File: config.mk
export PLATFORM = sky130hd
export DESIGN_NAME = xtea_avalon_accel
export DESIGN_NICKNAME = d
export VERILOG_FILES = /design/src/rtl/xtea_pkg.sv /design/src/rtl/xtea_round.sv /design/src/rtl/xtea_avalon_accel.sv
export SDC_FILE = /design/constraint.sdc
export NUM_CORES = 1
export LEC_CHECK = 0
export CAP_MARGIN = 30
export CORE_MARGIN = 2
export CORE_UTILIZATION = 45
export DETAILED_ROUTE_END_ITERATION = 8
export GPL_ROUTABILITY_DRIVEN = 0
export GPL_TIMING_DRIVEN = 0
export RECOVER_POWER = 50
export SLEW_MARGIN = 20
export SYNTH_ARGS = -nofsm -noshare
export SYNTH_HDL_FRONTEND = slang
export SYNTH_SLANG_ARGS = --single-unit
File: constraint.sdc
create_clock -name clk -period 8.6 [get_ports clk]
set_input_delay 0.86 -clock clk [delete_from_list [all_inputs] [get_ports clk]]
set_output_delay 0.86 -clock clk [all_outputs]
set_load 0.02 [all_outputs]
File: src/rtl/xtea_pkg.sv
// Shared constants, FSM state type and status-register layout for the XTEA Avalon accelerator.
package xtea_pkg;

  localparam int unsigned ROUND_CYCLES = 32;
  localparam logic [31:0] DELTA        = 32'h9E3779B9;

  typedef enum logic [1:0] {
    StIdle,
    StRun0,
    StRun1,
    StDone
  } state_e;

  localparam int unsigned StatusBusyBit  = 0;
  localparam int unsigned StatusDoneBit  = 1;
  localparam int unsigned StatusCountLsb = 4;
  localparam int unsigned StatusPtrLsb   = 8;

endpackage

File: src/rtl/xtea_round.sv
// One XTEA cycle: two Feistel rounds (v0 then v1) with the sum advanced by DELTA in between.
module xtea_round
  import xtea_pkg::*;
(
  input  logic [31:0]       v0_i,
  input  logic [31:0]       v1_i,
  input  logic [31:0]       sum_i,
  input  logic [3:0][31:0]  key_i,
  output logic [31:0]       v0_o,
  output logic [31:0]       v1_o,
  output logic [31:0]       sum_o
);

  logic [31:0] v0_next;
  logic [31:0] sum_next;

  always_comb begin
    v0_next  = v0_i + ((((v1_i << 4) ^ (v1_i >> 5)) + v1_i) ^ (sum_i + key_i[sum_i[1:0]]));
    sum_next = sum_i + DELTA;
    v0_o     = v0_next;
    sum_o    = sum_next;
    v1_o     = v1_i + ((((v0_next << 4) ^ (v0_next >> 5)) + v0_next) ^
                       (sum_next + key_i[sum_next[12:11]]));
  end

endmodule

File: src/rtl/xtea_avalon_accel.sv
// Avalon-MM slave that encrypts two 64-bit XTEA blocks under one 128-bit key and
// stalls the bus with waitrequest while the core is computing.
module xtea_avalon_accel
  import xtea_pkg::*;
(
  input  logic        clk,
  input  logic        reset,
  input  logic        address,
  input  logic        write,
  input  logic [31:0] writedata,
  input  logic        read,
  output logic [31:0] readdata,
  output logic        waitrequest
);

  localparam int unsigned RndW = $clog2(ROUND_CYCLES);
  localparam logic [RndW-1:0] RndLast = RndW'(ROUND_CYCLES - 1);

  state_e           state_q, state_d;
  logic [3:0]       count_q, count_d;
  logic [1:0]       ptr_q, ptr_d;
  logic [RndW-1:0]  rnd_q, rnd_d;
  logic [7:0][31:0] word_q, word_d;
  logic [3:0][31:0] res_q, res_d;
  logic [31:0]      v0_q, v0_d, v1_q, v1_d, sum_q, sum_d;

  logic [31:0] rnd_v0, rnd_v1, rnd_sum;
  logic        busy, wr_ctl, wr_dat, rd_dat;
  logic [31:0] status;

  xtea_round u_round (
    .v0_i  (v0_q),
    .v1_i  (v1_q),
    .sum_i (sum_q),
    .key_i (word_q[7:4]),
    .v0_o  (rnd_v0),
    .v1_o  (rnd_v1),
    .sum_o (rnd_sum)
  );

  always_comb begin
    busy   = (state_q == StRun0) || (state_q == StRun1);
    wr_ctl = write & ~address;
    wr_dat = write & address;
    // Write wins over a simultaneous read.
    rd_dat = read & ~write & address;

    waitrequest = (busy & address & (read | write)) | ((state_q == StIdle) & rd_dat);

    status                          = '0;
    status[StatusBusyBit]           = busy;
    status[StatusDoneBit]           = (state_q == StDone);
    status[StatusCountLsb +: 4]     = count_q;
    status[StatusPtrLsb +: 2]       = ptr_q;

    readdata = '0;
    if (read && !waitrequest) begin
      if (!address) begin
        readdata = status;
      end else if (state_q == StDone) begin
        readdata = res_q[ptr_q];
      end
    end
  end

  always_comb begin
    state_d = state_q;
    count_d = count_q;
    ptr_d   = ptr_q;
    rnd_d   = rnd_q;
    word_d  = word_q;
    res_d   = res_q;
    v0_d    = v0_q;
    v1_d    = v1_q;
    sum_d   = sum_q;

    unique case (state_q)
      StIdle: begin
        if (wr_dat) begin
          word_d[count_q[2:0]] = writedata;
          count_d              = count_q + 4'd1;
          if (count_q == 4'd7) begin
            state_d = StRun0;
            v0_d    = word_q[0];
            v1_d    = word_q[1];
            sum_d   = '0;
            rnd_d   = '0;
          end
        end
      end
      StRun0, StRun1: begin
        v0_d  = rnd_v0;
        v1_d  = rnd_v1;
        sum_d = rnd_sum;
        rnd_d = rnd_q + 1'b1;
        if (rnd_q == RndLast) begin
          rnd_d = '0;
          if (state_q == StRun0) begin
            res_d[0] = rnd_v0;
            res_d[1] = rnd_v1;
            v0_d     = word_q[2];
            v1_d     = word_q[3];
            sum_d    = '0;
            state_d  = StRun1;
          end else begin
            res_d[2] = rnd_v0;
            res_d[3] = rnd_v1;
            state_d  = StDone;
          end
        end
      end
      StDone: begin
        if (wr_dat) begin
          word_d[0] = writedata;
          count_d   = 4'd1;
          ptr_d     = '0;
          state_d   = StIdle;
        end else if (rd_dat) begin
          ptr_d = ptr_q + 2'd1;
          if (ptr_q == 2'd3) begin
            count_d = '0;
            state_d = StIdle;
          end
        end
      end
      default: state_d = StIdle;
    endcase

    // Soft clear also aborts a running computation; results are left intact.
    if (wr_ctl && writedata[0]) begin
      state_d = StIdle;
      count_d = '0;
      ptr_d   = '0;
    end
  end

  always_ff @(posedge clk or negedge reset) begin
    if (!reset) begin
      state_q <= StIdle;
      count_q <= '0;
      ptr_q   <= '0;
      rnd_q   <= '0;
      word_q  <= '0;
      res_q   <= '0;
      v0_q    <= '0;
      v1_q    <= '0;
      sum_q   <= '0;
    end else begin
      state_q <= state_d;
      count_q <= count_d;
      ptr_q   <= ptr_d;
      rnd_q   <= rnd_d;
      word_q  <= word_d;
      res_q   <= res_d;
      v0_q    <= v0_d;
      v1_q    <= v1_d;
      sum_q   <= sum_d;
    end
  end

endmodule

# Word-level counts from Yosys, hierarchy flattened
# Cells that the tools add are included.
dict set report word_totals {
  regBits 493
  output_inout_bits 33
  ramBits 0
  memories 0
  in_bits 37
  latch_bits 0
  romBits 0
}
dict set report classes {
  magnitude_cmp 5
  reduce_logical 20
  addsub 10
  div_mod_pow 0
  shifts 0
  bitwise 16
  muxes 53
  n_eq_ne 14
  n_mul 0
}
# operator count
set ops {}
lappend ops {{2-to-1 mux 32 bit} 21}
lappend ops {{bitwise mux 256 bit} 1}
lappend ops {{case mux 32 bit (2 select lines)} 4}
lappend ops {{adder 32 bit} 6}
lappend ops {{binary-select mux 32 bit (select 2 bit)} 3}
lappend ops {{demux 32 bit (select 3 bit)} 1}
lappend ops {{bitwise XOR 32 x 27 -> 32 bit} 2}
lappend ops {{bitwise XOR 32 bit} 2}
lappend ops {{adder 32 bit (second input constant)} 1}
lappend ops {{2-to-1 mux 2 bit} 11}
lappend ops {{2-to-1 mux 4 bit} 5}
lappend ops {{2-to-1 mux 5 bit} 3}
lappend ops {{AND reduction 3 bit} 4}
lappend ops {{case mux 5 bit (2 select lines)} 1}
lappend ops {{less-than comparator 2 x 3 -> 1 bit (second input constant)} 3}
lappend ops {{case mux 4 bit (2 select lines)} 1}
lappend ops {{AND 1 bit} 7}
lappend ops {{equality test 2 bit (second input constant)} 3}
lappend ops {{case mux 2 bit (3 select lines)} 1}
lappend ops {{nonzero test 2 bit} 3}
lappend ops {{nonzero test 3 bit} 2}
lappend ops {{adder 5 x 1 -> 5 bit (second input constant)} 1}
lappend ops {{equality test 5 bit (second input constant)} 1}
lappend ops {{AND reduction 5 bit} 1}
lappend ops {{other kinds (23)} 30}

# Logic depth before layout (Yosys ltp)
dict set report depth {
  ltp_word 12
  ltp_mapped 48
  ltp_nobuf 46
}

# Cells and area by module
# Synthesis repeated with hierarchy kept, for this count alone.
dict set report hier_totals {
  cells_unflattened 2983
  hier_area_um2 32587.5
}
# mod n_inst cells_per_inst area_per_inst_um2 seq_area_each_um2
set by_module_without_submodules {}
lappend by_module_without_submodules {xtea_avalon_accel 1 1599 21192.8 12336.8}
lappend by_module_without_submodules {xtea_round 1 1384 11394.7 0.0}

# Worst setup path after synthesis
# Ideal clock, no wire load.
dict set report synth_timing {
  path_type {reg-to-reg}
  start {register sum_q[0]}
  end {register res_q[127] in the netlist's numbering}
  arrival_time_ns 9.214
  period_less_slack_ns 9.354
  path_slack_ns -0.754
  path_stages_with_launch 44
  setup_ns 0.140
  path_buffers 3
  path_cell_list {dfrtp_1 buf_2 buf_1 mux4_2 ha_1 a21o_1 a21o_1 a2111oi_0 nor3_1 or2_2 a21o_1 a21oi_1 xnor2_1 ha_1 clkbuf_2 a21oi_2 a21oi_1 a2111o_1 [... 8 more ...] a21o_1 a21oi_1 nor2b_1 a211oi_1 a21bo_2 a21oi_1 xnor2_1 ha_1 nand3_1 nor2_1 and4_1 a21o_1 nand3_1 a311oi_1 xnor3_1 xnor2_1 xor2_1 o21ai_0}
}
dict set report synth_via {
  elab_chain_len 9
  elab_cells_between_ends 13
  classes_between {6 x add/sub; 4 x mux; 3 x bitwise}
}
# item line_no
set synth_rtl {}
lappend synth_rtl {{start: declaration} xtea_avalon_accel.sv:25} ;# logic [31:0] v0_q, v0_d, v1_q, v1_d, sum_q, sum_d;
lappend synth_rtl {{start signal: assignment} xtea_avalon_accel.sv:157} ;# sum_q <= sum_d;
lappend synth_rtl {{binary-select mux 32 bit (select 2 bit)} xtea_round.sv:18} ;# v0_next = v0_i + ((((v1_i << 4) ^ (v1_i >> 5)) + v1_i) ^ (sum_i + key_i[sum_i[1:0]]));
lappend synth_rtl {{2-to-1 mux 32 bit (implied by the code)} xtea_round.sv:18}
lappend synth_rtl {{adder 32 bit *} xtea_round.sv:18}
lappend synth_rtl {{bitwise XOR 32 bit *} xtea_round.sv:18}
lappend synth_rtl {{adder 32 bit *} xtea_round.sv:18}
lappend synth_rtl {{named net rnd_v0[25]} xtea_avalon_accel.sv:27} ;# logic [31:0] rnd_v0, rnd_v1, rnd_sum;
lappend synth_rtl {{bitwise XOR 32 x 27 -> 32 bit} xtea_round.sv:22} ;# v1_o = v1_i + ((((v0_next << 4) ^ (v0_next >> 5)) + v0_next) ^
lappend synth_rtl {{adder 32 bit *} xtea_round.sv:22}
lappend synth_rtl {{bitwise XOR 32 bit *} xtea_round.sv:22}
lappend synth_rtl {{adder 32 bit *} xtea_round.sv:22}
lappend synth_rtl {{end signal: assignment} xtea_avalon_accel.sv:154} ;# res_q <= res_d;
lappend synth_rtl {{end: declaration} xtea_avalon_accel.sv:24} ;# logic [3:0][31:0] res_q, res_d;
# The timed path passes the listed nets; every way through them passes the cells marked *. The select of a mux whose other input is x is not followed.
# A chain may end at the register's enable or synchronous reset.

# Final worst setup path
dict set report layout_timing {
  start {register sum_q[0]}
  end {register v1_q[31]}
}
dict set report layout_via {
  elab_chain_len 12
  elab_cells_between_ends 16
  classes_between {6 x add/sub; 7 x mux; 3 x bitwise}
}
# item line_no
set layout_rtl {}
lappend layout_rtl {{binary-select mux 32 bit (select 2 bit)} xtea_round.sv:18}
lappend layout_rtl {{2-to-1 mux 32 bit (implied by the code)} xtea_round.sv:18}
lappend layout_rtl {{adder 32 bit *} xtea_round.sv:18}
lappend layout_rtl {{bitwise XOR 32 bit *} xtea_round.sv:18}
lappend layout_rtl {{adder 32 bit *} xtea_round.sv:18}
lappend layout_rtl {{named net rnd_v0[25]} xtea_avalon_accel.sv:27}
lappend layout_rtl {{bitwise XOR 32 x 27 -> 32 bit} xtea_round.sv:22}
lappend layout_rtl {{adder 32 bit *} xtea_round.sv:22}
lappend layout_rtl {{bitwise XOR 32 bit *} xtea_round.sv:22}
lappend layout_rtl {{adder 32 bit *} xtea_round.sv:22}
lappend layout_rtl {{2-to-1 mux 32 bit} xtea_avalon_accel.sv:98} ;# if (state_q == StRun0) begin
lappend layout_rtl {{2-to-1 mux 32 bit *} xtea_avalon_accel.sv:96} ;# if (rnd_q == RndLast) begin
lappend layout_rtl {{case mux 32 bit (2 select lines) *} xtea_avalon_accel.sv:77} ;# unique case (state_q)
lappend layout_rtl {{end signal: assignment} xtea_avalon_accel.sv:156} ;# v1_q <= v1_d;
lappend layout_rtl {{end: declaration} xtea_avalon_accel.sv:25}
# Marked as above.

==> flow_summary.toml <==
[final_layout]
final_cell_mix = "dfrtp_1, nand2_1, o21ai_0, mux2_2, ha_1"
final_common_cell = "dfrtp_1"
fin_nets = 3760
multi_input_area_um2 = 20920
final_layout_size_suffix_gt1_share_pct = 22.66
regArea_um2 = 12340
syn_to_final_growth_pct = 20.12
diodes = 0
fillers = 6151

[timing]
final.min_clock_period_ns = 9.186
setup_violations = 25
min_period_over_period_pct = 106.8
slew_headroom_pct = -244.5
finClkSkew_ns = 0.02466
drv_slew = 257
clock.fmax_ghz = 0.1089
whs_ns = 0.4743
max_slew.worst_pin.slew_ns = 5.168
grt_setup_unrepaired = "true"
final.setup.worst_slack_ns = -0.5861
finalHoldViolations = 0

[logic_synthesis]
ys.flop_type = "dfrtp_1"
postSynthCellCount = 3263
yosysSeqAreaShare_pct = 37.89
netlist_area_um2 = 32560
synth-edff-count = 0
synth_nets = 3507
async_flop_share_pct = 100.0
avgSynthCellArea_um2 = 9.979
ys_types = 84
synth-seq-cells = 493
synth_warnings = 0

[job]
maxCapViolations = 3

[global_route]
grt_pass1_wl_um = 170400
grt_start_max_net_pins = 102
overflow = 0
grt_pass1_vias = 27600
antenna_found_initial = 0
grt_use_total_pct = 30.40

[detailed_routing]
drtAntennaViolNets = 0
drc = 0
drt_iter0_markers = 3145
drt-pass1-iter-count = 5
routed_via_density = 6.126
wl_per_cell_um = 25.50
vias = 27640
wirelength_um = 115000

[run_status]
violations = "max-capacitance violations, max-slew violations, negative setup slack"
outcome = "complete, but fails checks"

[cts]
h-tree-depth = 2
cts_buffers = 55
clk_path_buf_depth = 3
cts_tree = "built"
cts_sinks = 493
cts-hold-fix-buffers = 0
clk_latency_ns = 0.65
root_buffer = "clkbuf_16"
path_clk_slew_ns = 0.06

[worst_setup_path]
rr_startpoint = "sum_q[0]$_DFFE_PN0P_"
cp-start-kind = "register"
r2r_setup_slack_ns = -0.59
critPathMaxStageDelay_ns = 0.54
crit_path_top_delay_cell = "mux4_2"
worst_ep_arrival_time_ns = 9.67
required_ns = 9.09
endpoint = "v1_q[31]$_DFFE_PN0P_"
r2r_cells = 44
cpMostUsedCell = "a21o_1"
r2r_end = "v1_q[31]$_DFFE_PN0P_"
worstPathMaxFanout = 6
cp-startpoint = "sum_q[0]$_DFFE_PN0P_"
cp-end-kind = "register"
crit_type = "register to register"

[die]
std_cell_rows = 98
core-area_um2 = 71610
die_h_um = 273.0
start_util_pct = 45.47
pin_count = 70
die-area_um2 = 74520
die_w_um = 273.0

[worst_hold_path]
hp-start = "res_q[5]$_DFFE_PN0P_"
hold_path.class = "register to register"
min_path_cells = 2

[placement]
portBuffers = 68
dp_hpwl_um = 87260
post-place-ws_ns = -2.864
## sequential cells by signal, indices dropped and copies added (netlist names)
register  flops
word_q      256
res_q       128
sum_q        32
v0_q         32
v1_q         32
rnd_q         5
count_q       4
ptr_q         2
state_q       2
## worst min-delay path by stage
stage,to
after CTS,res_q[71]$_DFFE_PN0P_
after global routing,res_q[60]$_DFFE_PN0P_
final,res_q[5]$_DFFE_PN0P_
after floorplan,res_q[53]$_DFFE_PN0P_
after detailed placement,res_q[53]$_DFFE_PN0P_
after global placement,res_q[19]$_DFFE_PN0P_
## area by class of cell
class,instances,area share (%)
Buffer,153,1.673
Clock buffer,81,4.203
Clock inverter,21,0.8189
Inverter,75,0.7326
Multi-Input combinational cell,2538,53.50
Sequential cell,493,31.55
Tap cell,950,3.039
Timing Repair Buffer,200,4.491
## per-stage QoR
step | util [%] | TNS (ns) | cell area (µm²) | instances
finish | 54.62 | -8.411 | 39110 | 4511
floorplan | - | 0 | 32610 | 3263
CTS | 53.44 | -3.875 | 38260 | 4467
global placement | 48.15 | -7385.78 | 34480 | 4281
detailed placement | 48.50 | -118.26 | 34730 | 4299
global route | 54.62 | -128.32 | 39110 | 4511
## cell families (layout without fill, tap and decap cells)
group                      count (synthesis)  in the layout  share of synthesized area, %
and+or+nand+nor                          798            798                         10.92
adders and majority gates                207            207                         8.093
xor gates and xnor gates                 316            316                         8.612
buffers and inverters                    232            530                         2.713
muxes                                    345            345                         15.13
DFF                                      493            493                         37.89
AOI/OAI and AO/OA                        872            872                         16.64
## cells in the mapped netlist (9+ instances only)
library cell / number / share of area (%)
xor2_1: 107 / 2.9
nor3_1: 23 / 0.35
o21ai_0: 325 / 5.0
o21a_1: 25 / 0.58
a21boi_0: 9 / 0.21
o21bai_1: 20 / 0.46
mux2_2: 248 / 8.6
dfrtp_1: 493 / 38
a21o_1: 115 / 2.7
nand2b_1: 32 / 0.61
and2_1: 33 / 0.63
nor2_1: 114 / 1.3
o211ai_1: 41 / 0.95
nand4_1: 17 / 0.33
a211oi_1: 15 / 0.35
inv_1: 75 / 0.86
nand2_1: 445 / 5.1
or3_1: 22 / 0.42
a21oi_1: 189 / 2.9
a31oi_1: 17 / 0.33
and3_1: 19 / 0.37
xnor2_1: 206 / 5.5
nand3_1: 44 / 0.68
mux4_2: 93 / 6.4
buf_1: 19 / 0.22
nor2b_1: 22 / 0.42
o31ai_1: 18 / 0.42
ha_1: 201 / 7.7
a22o_1: 15 / 0.40
clkbuf_1: 133 / 1.5
## worst max-delay path, delay by kind of cell (launching register included)
kind	cells	cell delay [ns]
AO/OA/AOI/OAI	18	3.84
XOR/XNOR	7	1.32
adder cells (fa/ha/maj)	4	1.14
multiplexers	1	0.54
flip-flops	1	0.40
buffers and inverters	4	0.59
AND/OR/NAND/NOR	10	1.18
## repair_timing
item	4_1_cts	5_1_grt
gates resized for setup	202	111
setup buffers	69	39
cloned	1	0
setup endpoints to repair	70	60
hold endpoints to repair	0	0
pin swaps	109	56
## metal layers
| layer | wire [µm] | global-route usage, % |
|---|---|---|
| met3 | 8643 | 4.736 |
| met2 | 53530 | 49.75 |
| met1 | 47460 | 40.28 |
| met4 | 5401 | 12.67 |
| met5 | 0 | 0 |
Power is not shown: default switching activity piles up to over one toggle a cycle in this logic, so the estimate is an artifact.
